==> config.mk <==
export PLATFORM = sky130hd
export DESIGN_NAME = risc_controller
export DESIGN_NICKNAME = d
export VERILOG_FILES = /design/src/rtl/risc_pkg.sv /design/src/rtl/risc_controller_instr_dec.sv /design/src/rtl/risc_controller.sv
export SDC_FILE = /design/constraint.sdc
export NUM_CORES = 1
export LEC_CHECK = 0
export CAP_MARGIN = 15
export CORE_MARGIN = 3
export CORE_UTILIZATION = 40
export CTS_BUF_LIST = sky130_fd_sc_hd__clkbuf_4
export DETAILED_ROUTE_END_ITERATION = 8
export PLACE_DENSITY = 0.77
export SLEW_MARGIN = 5
export SYNTH_ARGS = -nofsm -noshare
export SYNTH_HDL_FRONTEND = slang
export SYNTH_HIERARCHICAL = 1
export SYNTH_SLANG_ARGS = --single-unit
==> constraint.sdc <==
create_clock -name clk -period 2.2 [get_ports clk]
set_clock_uncertainty 0.1 [all_clocks]
set_input_delay 0.44 -clock clk [delete_from_list [all_inputs] [get_ports clk]]
set_output_delay 0.44 -clock clk [all_outputs]
set_load 0.01 [all_outputs]
==> src/rtl/risc_pkg.sv <==
// Shared types and encodings for the Simple RISC Machine controller:
// FSM states, opcode/op field values and write-back source selects.
package risc_pkg;

  localparam int DATA_WIDTH = 16;

  typedef enum logic [2:0] {
    S_WAIT      = 3'd0,
    S_DECODE    = 3'd1,
    S_WRITE_IMM = 3'd2,
    S_GET_A     = 3'd3,
    S_GET_B     = 3'd4,
    S_EXEC      = 3'd5,
    S_WRITE_REG = 3'd6
  } state_t;

  localparam logic [2:0] OPC_MOV = 3'b110;
  localparam logic [2:0] OPC_ALU = 3'b101;

  localparam logic [1:0] OP_MOV_IMM = 2'b10;
  localparam logic [1:0] OP_MOV_REG = 2'b00;
  localparam logic [1:0] OP_ADD     = 2'b00;
  localparam logic [1:0] OP_CMP     = 2'b01;
  localparam logic [1:0] OP_AND     = 2'b10;
  localparam logic [1:0] OP_MVN     = 2'b11;

  localparam logic [1:0] VSEL_C     = 2'b00;
  localparam logic [1:0] VSEL_PC    = 2'b01;
  localparam logic [1:0] VSEL_IMM8  = 2'b10;
  localparam logic [1:0] VSEL_MDATA = 2'b11;

  function automatic logic legal_instr(input logic [2:0] opcode, input logic [1:0] op);
    return (opcode == OPC_ALU) ||
           (opcode == OPC_MOV && (op == OP_MOV_IMM || op == OP_MOV_REG));
  endfunction

endpackage

==> src/rtl/risc_controller_instr_dec.sv <==
// Combinational instruction decoder: splits IR into register fields,
// sign-extended immediates, shifter/ALU controls and instruction-class flags.
module instr_dec
  import risc_pkg::*;
#(
  parameter int data_width = DATA_WIDTH
) (
  input  logic [15:0]           ir,
  output logic [2:0]            rn,
  output logic [2:0]            rd,
  output logic [2:0]            rm,
  output logic [data_width-1:0] sximm5,
  output logic [data_width-1:0] sximm8,
  output logic [2:0]            shift,
  output logic [2:0]            alu_op,
  output logic                  is_mov_imm,
  output logic                  is_mov_reg,
  output logic                  is_unary,
  output logic                  is_binary,
  output logic                  is_cmp
);

  logic [2:0] opcode;
  logic [1:0] op;

  assign opcode = ir[15:13];
  assign op     = ir[12:11];
  assign rn     = ir[10:8];
  assign rd     = ir[7:5];
  assign rm     = ir[2:0];

  assign sximm8 = {{(data_width-8){ir[7]}}, ir[7:0]};
  assign sximm5 = {{(data_width-5){ir[4]}}, ir[4:0]};
  assign shift  = {1'b0, ir[4:3]};
  assign alu_op = (opcode == OPC_ALU) ? {1'b0, op} : 3'b000;

  assign is_mov_imm = (opcode == OPC_MOV) && (op == OP_MOV_IMM);
  assign is_mov_reg = (opcode == OPC_MOV) && (op == OP_MOV_REG);
  // Single-operand forms skip the A read and go straight to fetching Rm.
  assign is_unary   = is_mov_reg || ((opcode == OPC_ALU) && (op == OP_MVN));
  assign is_binary  = (opcode == OPC_ALU) && (op != OP_MVN);
  assign is_cmp     = (opcode == OPC_ALU) && (op == OP_CMP);

endmodule

==> src/rtl/risc_controller.sv <==
// Instruction register and control FSM for the Simple RISC Machine datapath.
// Every control output is a register loaded with the value for the state being entered.
module risc_controller
  import risc_pkg::*;
#(
  parameter int data_width = DATA_WIDTH
) (
  input  logic                  clk,
  input  logic                  reset,
  input  logic                  s,
  input  logic [15:0]           in,
  output logic                  w,
  output logic                  illegal,
  output logic [2:0]            readnum,
  output logic [2:0]            writenum,
  output logic                  write,
  output logic                  loada,
  output logic                  loadb,
  output logic                  loadc,
  output logic                  loads,
  output logic                  asel,
  output logic                  bsel,
  output logic [1:0]            vsel,
  output logic [2:0]            ALUop,
  output logic [2:0]            shift,
  output logic [data_width-1:0] sximm5,
  output logic [data_width-1:0] sximm8,
  output logic [2:0]            dbg_state
);

  state_t      state;
  logic [15:0] ir;
  logic [2:0]  rn, rd, rm;
  logic        is_mov_imm, is_mov_reg, is_unary, is_binary, is_cmp;

  assign dbg_state = state;

  instr_dec #(.data_width(data_width)) u_dec (
    .ir         (ir),
    .rn         (rn),
    .rd         (rd),
    .rm         (rm),
    .sximm5     (sximm5),
    .sximm8     (sximm8),
    .shift      (shift),
    .alu_op     (ALUop),
    .is_mov_imm (is_mov_imm),
    .is_mov_reg (is_mov_reg),
    .is_unary   (is_unary),
    .is_binary  (is_binary),
    .is_cmp     (is_cmp)
  );

  always_ff @(posedge clk) begin
    if (reset) begin
      state    <= S_WAIT;
      ir       <= 16'h0000;
      w        <= 1'b1;
      illegal  <= 1'b0;
      readnum  <= 3'd0;
      writenum <= 3'd0;
      write    <= 1'b0;
      loada    <= 1'b0;
      loadb    <= 1'b0;
      loadc    <= 1'b0;
      loads    <= 1'b0;
      asel     <= 1'b0;
      bsel     <= 1'b0;
      vsel     <= VSEL_C;
    end else begin
      w        <= 1'b0;
      illegal  <= 1'b0;
      readnum  <= 3'd0;
      writenum <= 3'd0;
      write    <= 1'b0;
      loada    <= 1'b0;
      loadb    <= 1'b0;
      loadc    <= 1'b0;
      loads    <= 1'b0;
      asel     <= 1'b0;
      bsel     <= 1'b0;
      vsel     <= VSEL_C;
      case (state)
        S_WAIT: begin
          if (s) begin
            ir    <= in;
            state <= S_DECODE;
            // IR is not loaded yet, so the illegal flag for S_DECODE comes from the raw input.
            illegal <= !legal_instr(in[15:13], in[12:11]);
          end else begin
            w <= 1'b1;
          end
        end
        S_DECODE: begin
          if (is_mov_imm) begin
            state    <= S_WRITE_IMM;
            writenum <= rn;
            vsel     <= VSEL_IMM8;
            write    <= 1'b1;
          end else if (is_unary) begin
            state   <= S_GET_B;
            readnum <= rm;
            loadb   <= 1'b1;
          end else if (is_binary) begin
            state   <= S_GET_A;
            readnum <= rn;
            loada   <= 1'b1;
          end else begin
            state <= S_WAIT;
            w     <= 1'b1;
          end
        end
        S_GET_A: begin
          state   <= S_GET_B;
          readnum <= rm;
          loadb   <= 1'b1;
        end
        S_GET_B: begin
          state <= S_EXEC;
          asel  <= is_mov_reg;
          loads <= is_cmp;
          loadc <= !is_cmp;
        end
        S_EXEC: begin
          if (is_cmp) begin
            state <= S_WAIT;
            w     <= 1'b1;
          end else begin
            state    <= S_WRITE_REG;
            writenum <= rd;
            vsel     <= VSEL_C;
            write    <= 1'b1;
          end
        end
        default: begin
          state <= S_WAIT;
          w     <= 1'b1;
        end
      endcase
    end
  end

endmodule

## Word level (Yosys, flattened, before mapping)

Cells that the tools add are included.

| word-level totals | value |
|---|---|
| word-level logic and storage cells | 79 |
| latch bits | 0 |
| output and inout port bits | 58 |
| memory bits (writable) | 0 |
| ROM bits | 0 |
| memories kept | 0 |
| flip-flop bits (word level) | 35 |
| bits of input ports | 19 |

| cells by class | value |
|---|---|
| $mul | 0 |
| shift-type cells | 0 |
| mux-type cells | 28 |
| add/sub/neg operators | 0 |
| eq/ne operators | 14 |
| reduce and logical (&&, ||, !) cells | 20 |
| divide/modulo/power cells | 0 |
| bitwise gates (word level) | 4 |
| order comparisons | 0 |

Operators by type and width:

| kind | count |
|---|---|
| 3-bit two-way mux | 9 |
| 3-bit == test, second input constant | 6 |
| 3-bit one-hot mux with 5 select lines | 1 |
| 3-bit one-hot mux with 2 select lines | 2 |
| 1-bit two-way mux | 10 |
| 2-bit == test, second input constant | 3 |
| 1-bit logical AND | 6 |
| 2-bit two-way mux | 3 |
| 2-bit OR reduction | 3 |
| 2-bit logical NOT | 2 |
| 2-bit != test, second input constant | 2 |
| 1-bit inverter | 4 |
| 1-bit one-hot mux with 2 select lines | 2 |
| 1-bit one-hot mux with 4 select lines | 1 |
| 4-bit OR reduction | 1 |
| 3-bit by 1-bit == test with 1-bit output, second input constant | 1 |
| 3-bit by 2-bit == test with 1-bit output, second input constant | 1 |
| 3-bit logical NOT | 1 |
| 1-bit logical OR | 3 |
| 3-bit OR reduction | 1 |
| 2-bit by 1-bit == test with 1-bit output, second input constant | 1 |
| 1-bit logical NOT | 2 |
| 2-bit AND reduction | 1 |

## Longest topological paths before layout

| depth | value |
|---|---|
| depth after elaboration | 6 |
| depth in mapped cells | 5 |
| gate-level depth less buffers | 5 |

## Hierarchy

Netlist, hierarchy kept.

Modules (own cells, without submodules):

| module | area each (um2) | sequential area each (um2) | times used | cells each |
|---|---|---|---|---|
| risc_controller | 1296.2 | 680.7 | 1 | 140 |
| instr_dec | 415.4 | 0.0 | 1 | 58 |

## Least setup slack after synthesis

OpenSTA, ideal clock, no wires.

| timing path | value |
|---|---|
| path type | register -> register |
| from | register ir[11] |
| to | register readnum[2] |
| stages on the path, launching flop included | 6 |
| path slack | 573 ps |
| path buffers | 0 |
| library setup time | 57 ps |
| required time | 2043 ps |
| arrival | 1470 ps |
| period minus slack after synthesis | 1627 ps |
| path through | dfxtp_1 nand4bb_1 o22ai_1 or4b_1 nor3_1 o21ba_2 |

| between the ends | value |
|---|---|
| longest elaborated chain between the ends | 6 |
| elaborated cells on any way between the ends | 13 |
| those cells by class | eq/ne (3); mux (4); reduce/logical (6) |

Ends and longest elaborated chain:

| item | line | text |
|---|---|---|
| from (decl) | risc_controller.sv:32 | `logic [15:0] ir;` |
| from (signal assigned) | risc_controller.sv:86 | `ir <= in;` |
| 2-bit == test / 2-bit logical NOT (equally long branches) | risc_controller_instr_dec.sv:40, risc_controller_instr_dec.sv:38 |  |
| 1-bit logical AND, on equally long branches | risc_controller_instr_dec.sv:40, risc_controller_instr_dec.sv:38 |  |
| 1-bit logical OR * | risc_controller_instr_dec.sv:40 | `assign is_unary = is_mov_reg \|\| ((opcode == OPC_ALU) && (op == OP_MVN));` |
| net is_unary | risc_controller.sv:34 | `logic is_mov_imm, is_mov_reg, is_unary, is_binary, is_cmp;` |
| 3-bit two-way mux * | risc_controller.sv:100 | `end else if (is_unary) begin` |
| 3-bit two-way mux * | risc_controller.sv:95 | `if (is_mov_imm) begin` |
| 3-bit one-hot mux with 2 select lines * | risc_controller.sv:83 | `case (state)` |
| to (signal assigned) | risc_controller.sv:102 | `readnum <= rm;` |
| to (signal assigned) | risc_controller.sv:106 | `readnum <= rn;` |
| to (signal assigned) | risc_controller.sv:115 | `readnum <= rm;` |
| to (decl) | risc_controller.sv:14 | `output logic [2:0] readnum,` |

Mark *: on every way through the listed nets, which the timed path passes. The rest lies on a longest branch.
A chain may end at the register's enable or synchronous reset.

## Worst setup path in the final report

| timing path | value |
|---|---|
| from | register ir[15] |
| to | output ALUop[0] |

| between the ends | value |
|---|---|
| longest elaborated chain between the ends | 2 |

Ends and longest elaborated chain:

| item | line | text |
|---|---|---|
| 3-bit == test | risc_controller_instr_dec.sv:35 | `assign alu_op = (opcode == OPC_ALU) ? {1'b0, op} : 3'b000;` |
| 2-bit two-way mux | risc_controller_instr_dec.sv:35 |  |
| to (decl) | risc_controller.sv:24 | `output logic [2:0] ALUop,` |

No other way between the ends.

==> out/metrics.yaml <==
floorplan:
  io_pins: 77
  initial_core_util_pct: 42.2
  die_area_um2: 5100
  core_um2: 4060
  die_w_um: 71.4
  fp-row-count: 23
  die_h_um: 71.4
sta:
  fin_ws_ps: 130
  hold_viol_final: 0
  fin_tns_setup_ps: 0
  final-setup-viol-count: 0
  min_period_over_period_pct: 94.1
  rsz0062_at_grt: "false"
  slew_violations: 0
  whs_ps: 380
  fmax_mhz: 483
  timing.final.crit_period_ps: 2070
synthesis:
  netlist_area_um2: 1710
  synth_edf_count: 0
  syn_inst: 198
  ys_seq_elements: 34
  avgSynthCellArea_um2: 8.64
  ys_seq_area_share_pct: 39.8
  async_flop_share_pct: 0
  synth_cell_types: 36
  ys_warn_count: 6
  yosys_most_used_dff: "dfxtp_1"
detailed_routing:
  drt_iter0_drc: 74
  vias_per_cell: 4.66
  drcViolationCount: 0
  first_pass_iters: 4
  wl_mm: 3.47
  vias: 1304
  wl_per_cell_um: 12.4
  ant_nets: 0
global_routing:
  gr-total-overflow: 0
  grt_pass1_wl_mm: 5.78
  grt_usage_pct: 14.4
  grt_max_degree: 22
  grt_pass1_vias: 1202
  antenna_found_initial: 0
pwr:
  peakVddDrop_v: 0.000273
  intPower_w: 0.00112
  pwr-share-seq_pct: 45.7
  power_frac_comb_pct: 15.1
  powerDensity_nw_per_um2: 653
  p_clk_share_pct: 39.2
  switching_share_pct: 23.2
  p_leak_nw: 0.823
  power.switching_w: 0.000340
setup_path:
  cp_top_family: "buffers and inverters"
  critical_path_buf_inv_count: 1
  critical_path_depth: 2
  critPathKind: "reg -> out"
  cp_slowest_cell: "clkdlybuf4s50_1"
  cp_slowest_stage_delay_ps: 540
  worstSetupStartpointType: "flop"
  rr_worst_depth: 5
  cp_max_fo: 5
  required_ps: 1660
  path_cells: "and4b_1 -> clkdlybuf4s50_1"
  endpoint_kind: "output port"
  crit_arrival_ps: 1530
clocking:
  cts_resized: 0
  clk_pin_slew_worst_paths_ps: 110
  cts_tree: "yes"
  postCtsSetupBuffers: 0
  clock_latency_ps: 340
  numCtsBuffers: 5
  clock_sinks: 34
  hold_buffers: 0
  htree_levels: 2
  cts.path.max_buffers: 2
  cts-root-buf: "clkbuf_4"
outcome:
  status: "complete, no violations"
place:
  hpwl_mm: 2.51
  dp_slack_ps: 216
  io_buffers: 72
  place.gp.congestion: 0.800
layout:
  multiInputGateArea_um2: 619
  syn2layout_area_growth_pct: 30.8
  diodes: 0
  nFillCells: 392
  seq_area_um2: 682
  drive_gt1_share_pct: 8.70
  nNetsFinal: 248
worst_hold_path:
  holdPathStages: 2
  hold_path.class: "reg -> reg"
job:
  maxCapViolations: 0
synthesized netlist by cell type (all sizes together), types with 2 or more instances:
cell | number | area share, %
o21bai | 2 | 0.88
a211oi | 4 | 2.3
a22o | 2 | 1.0
clkbuf | 3 | 0.66
conb | 2 | 0.44
nor2 | 9 | 2.1
and3 | 3 | 1.1
a21oi | 19 | 5.6
nand2 | 33 | 7.2
o21ba | 2 | 1.2
inv | 5 | 1.1
and2 | 2 | 0.73
buf | 51 | 23
a22oi | 3 | 1.3
nand2b | 2 | 0.73
nor3 | 3 | 0.88
or4b | 2 | 1.2
nor2b | 4 | 1.5
or2b | 2 | 0.88
dfxtp | 34 | 40
tightest hold or removal path: stages (launching register included):
cell     delay (ps)
dfxtp_1         340
nand2_1          50
a21oi_1          50
layer usage:
| metal | up-vias | part of all wire, % | GRT usage (%) |
|---|---|---|---|
| met5 | - | 0 | 0 |
| met4 | 0 | 1.4 | 5.01 |
| met3 | 5 | 8.2 | 5.33 |
| met2 | 53 | 46 | 23.2 |
| met1 | 580 | 44 | 17.6 |
| li1 | 666 | - | - |
cells by family after synthesis:
family          share of synthesized area (%)
compound gates                           14.0
mux                                     0.585
flops                                    39.8
buf+inv                                  24.5
simple gates                             20.8
other cells                             0.439
layout make-up:
type | count | share of cell area [%]
repair buffers | 76 | 33.5
flip-flops and latches | 34 | 30.4
clock buffers | 5 | 1.68
well taps | 50 | 2.79
multi-input cells | 107 | 27.7
inverters | 5 | 0.838
clock inverters | 3 | 3.07
registers in the layout, summed over array words and instances (netlist names):
name       count
asel           1
dbg_state      3
illegal        1
ir            16
loada          1
loadb          1
loadc          1
loads          1
readnum        3
vsel           1
w              1
write          1
writenum       3
worst paths after layout:
| kind | slack, ps | from | endpoint |
|---|---|---|---|
| worst max-delay path | 130 | ir[15]$_SDFFE_PP0P_ | ALUop[0] |
| worst min-delay path | 380 | ir[6]$_SDFFE_PP0P_ | ir[6]$_SDFFE_PP0P_ |
| worst max register to register | 380 | ir[11]$_SDFFE_PP0P_ | readnum[2]$_SDFF_PP0_ |
| worst min register to register | 380 | ir[6]$_SDFFE_PP0P_ | ir[6]$_SDFFE_PP0P_ |
cell usage in the layout, fill, tap and decap left out, types with 3 or more instances in the layout:
master,n
conb_1,4
nor2_1,8
clkbuf_4,5
and3_1,3
inv_1,5
dfxtp_1,33
a22oi_1,3
nor3_1,3
buf_4,4
nor2b_1,4
nand2_1,33
a21oi_1,19
clkdlybuf4s50_1,72
power by group through the flow:
stage	clock [W]	sequential (W)	combinational [W]
3_5_place_dp	0	0.000681	0.000222
5_1_grt	0.000611	0.000674	0.000238
3_3_place_gp	0	0.000680	0.000220
6_report	0.000574	0.000668	0.000221
2_1_floorplan	0	0.000675	0.000165
4_1_cts	0.000586	0.000668	0.000223
through the flow:
stage | total power [W] | instance area, um2 | std cells | util (%)
after CTS | 0.00148 | 2240 | 280 | 55.2
after detailed placement | 0.000903 | 2130 | 272 | 52.5
final | 0.00146 | 2240 | 280 | 55.2
after global placement | 0.000900 | 2130 | 272 | 52.5
after floorplan | 0.000840 | 1720 | 200 | -
after global routing | 0.00152 | 2240 | 280 | 55.2
Power figures use the tool's default switching activity.
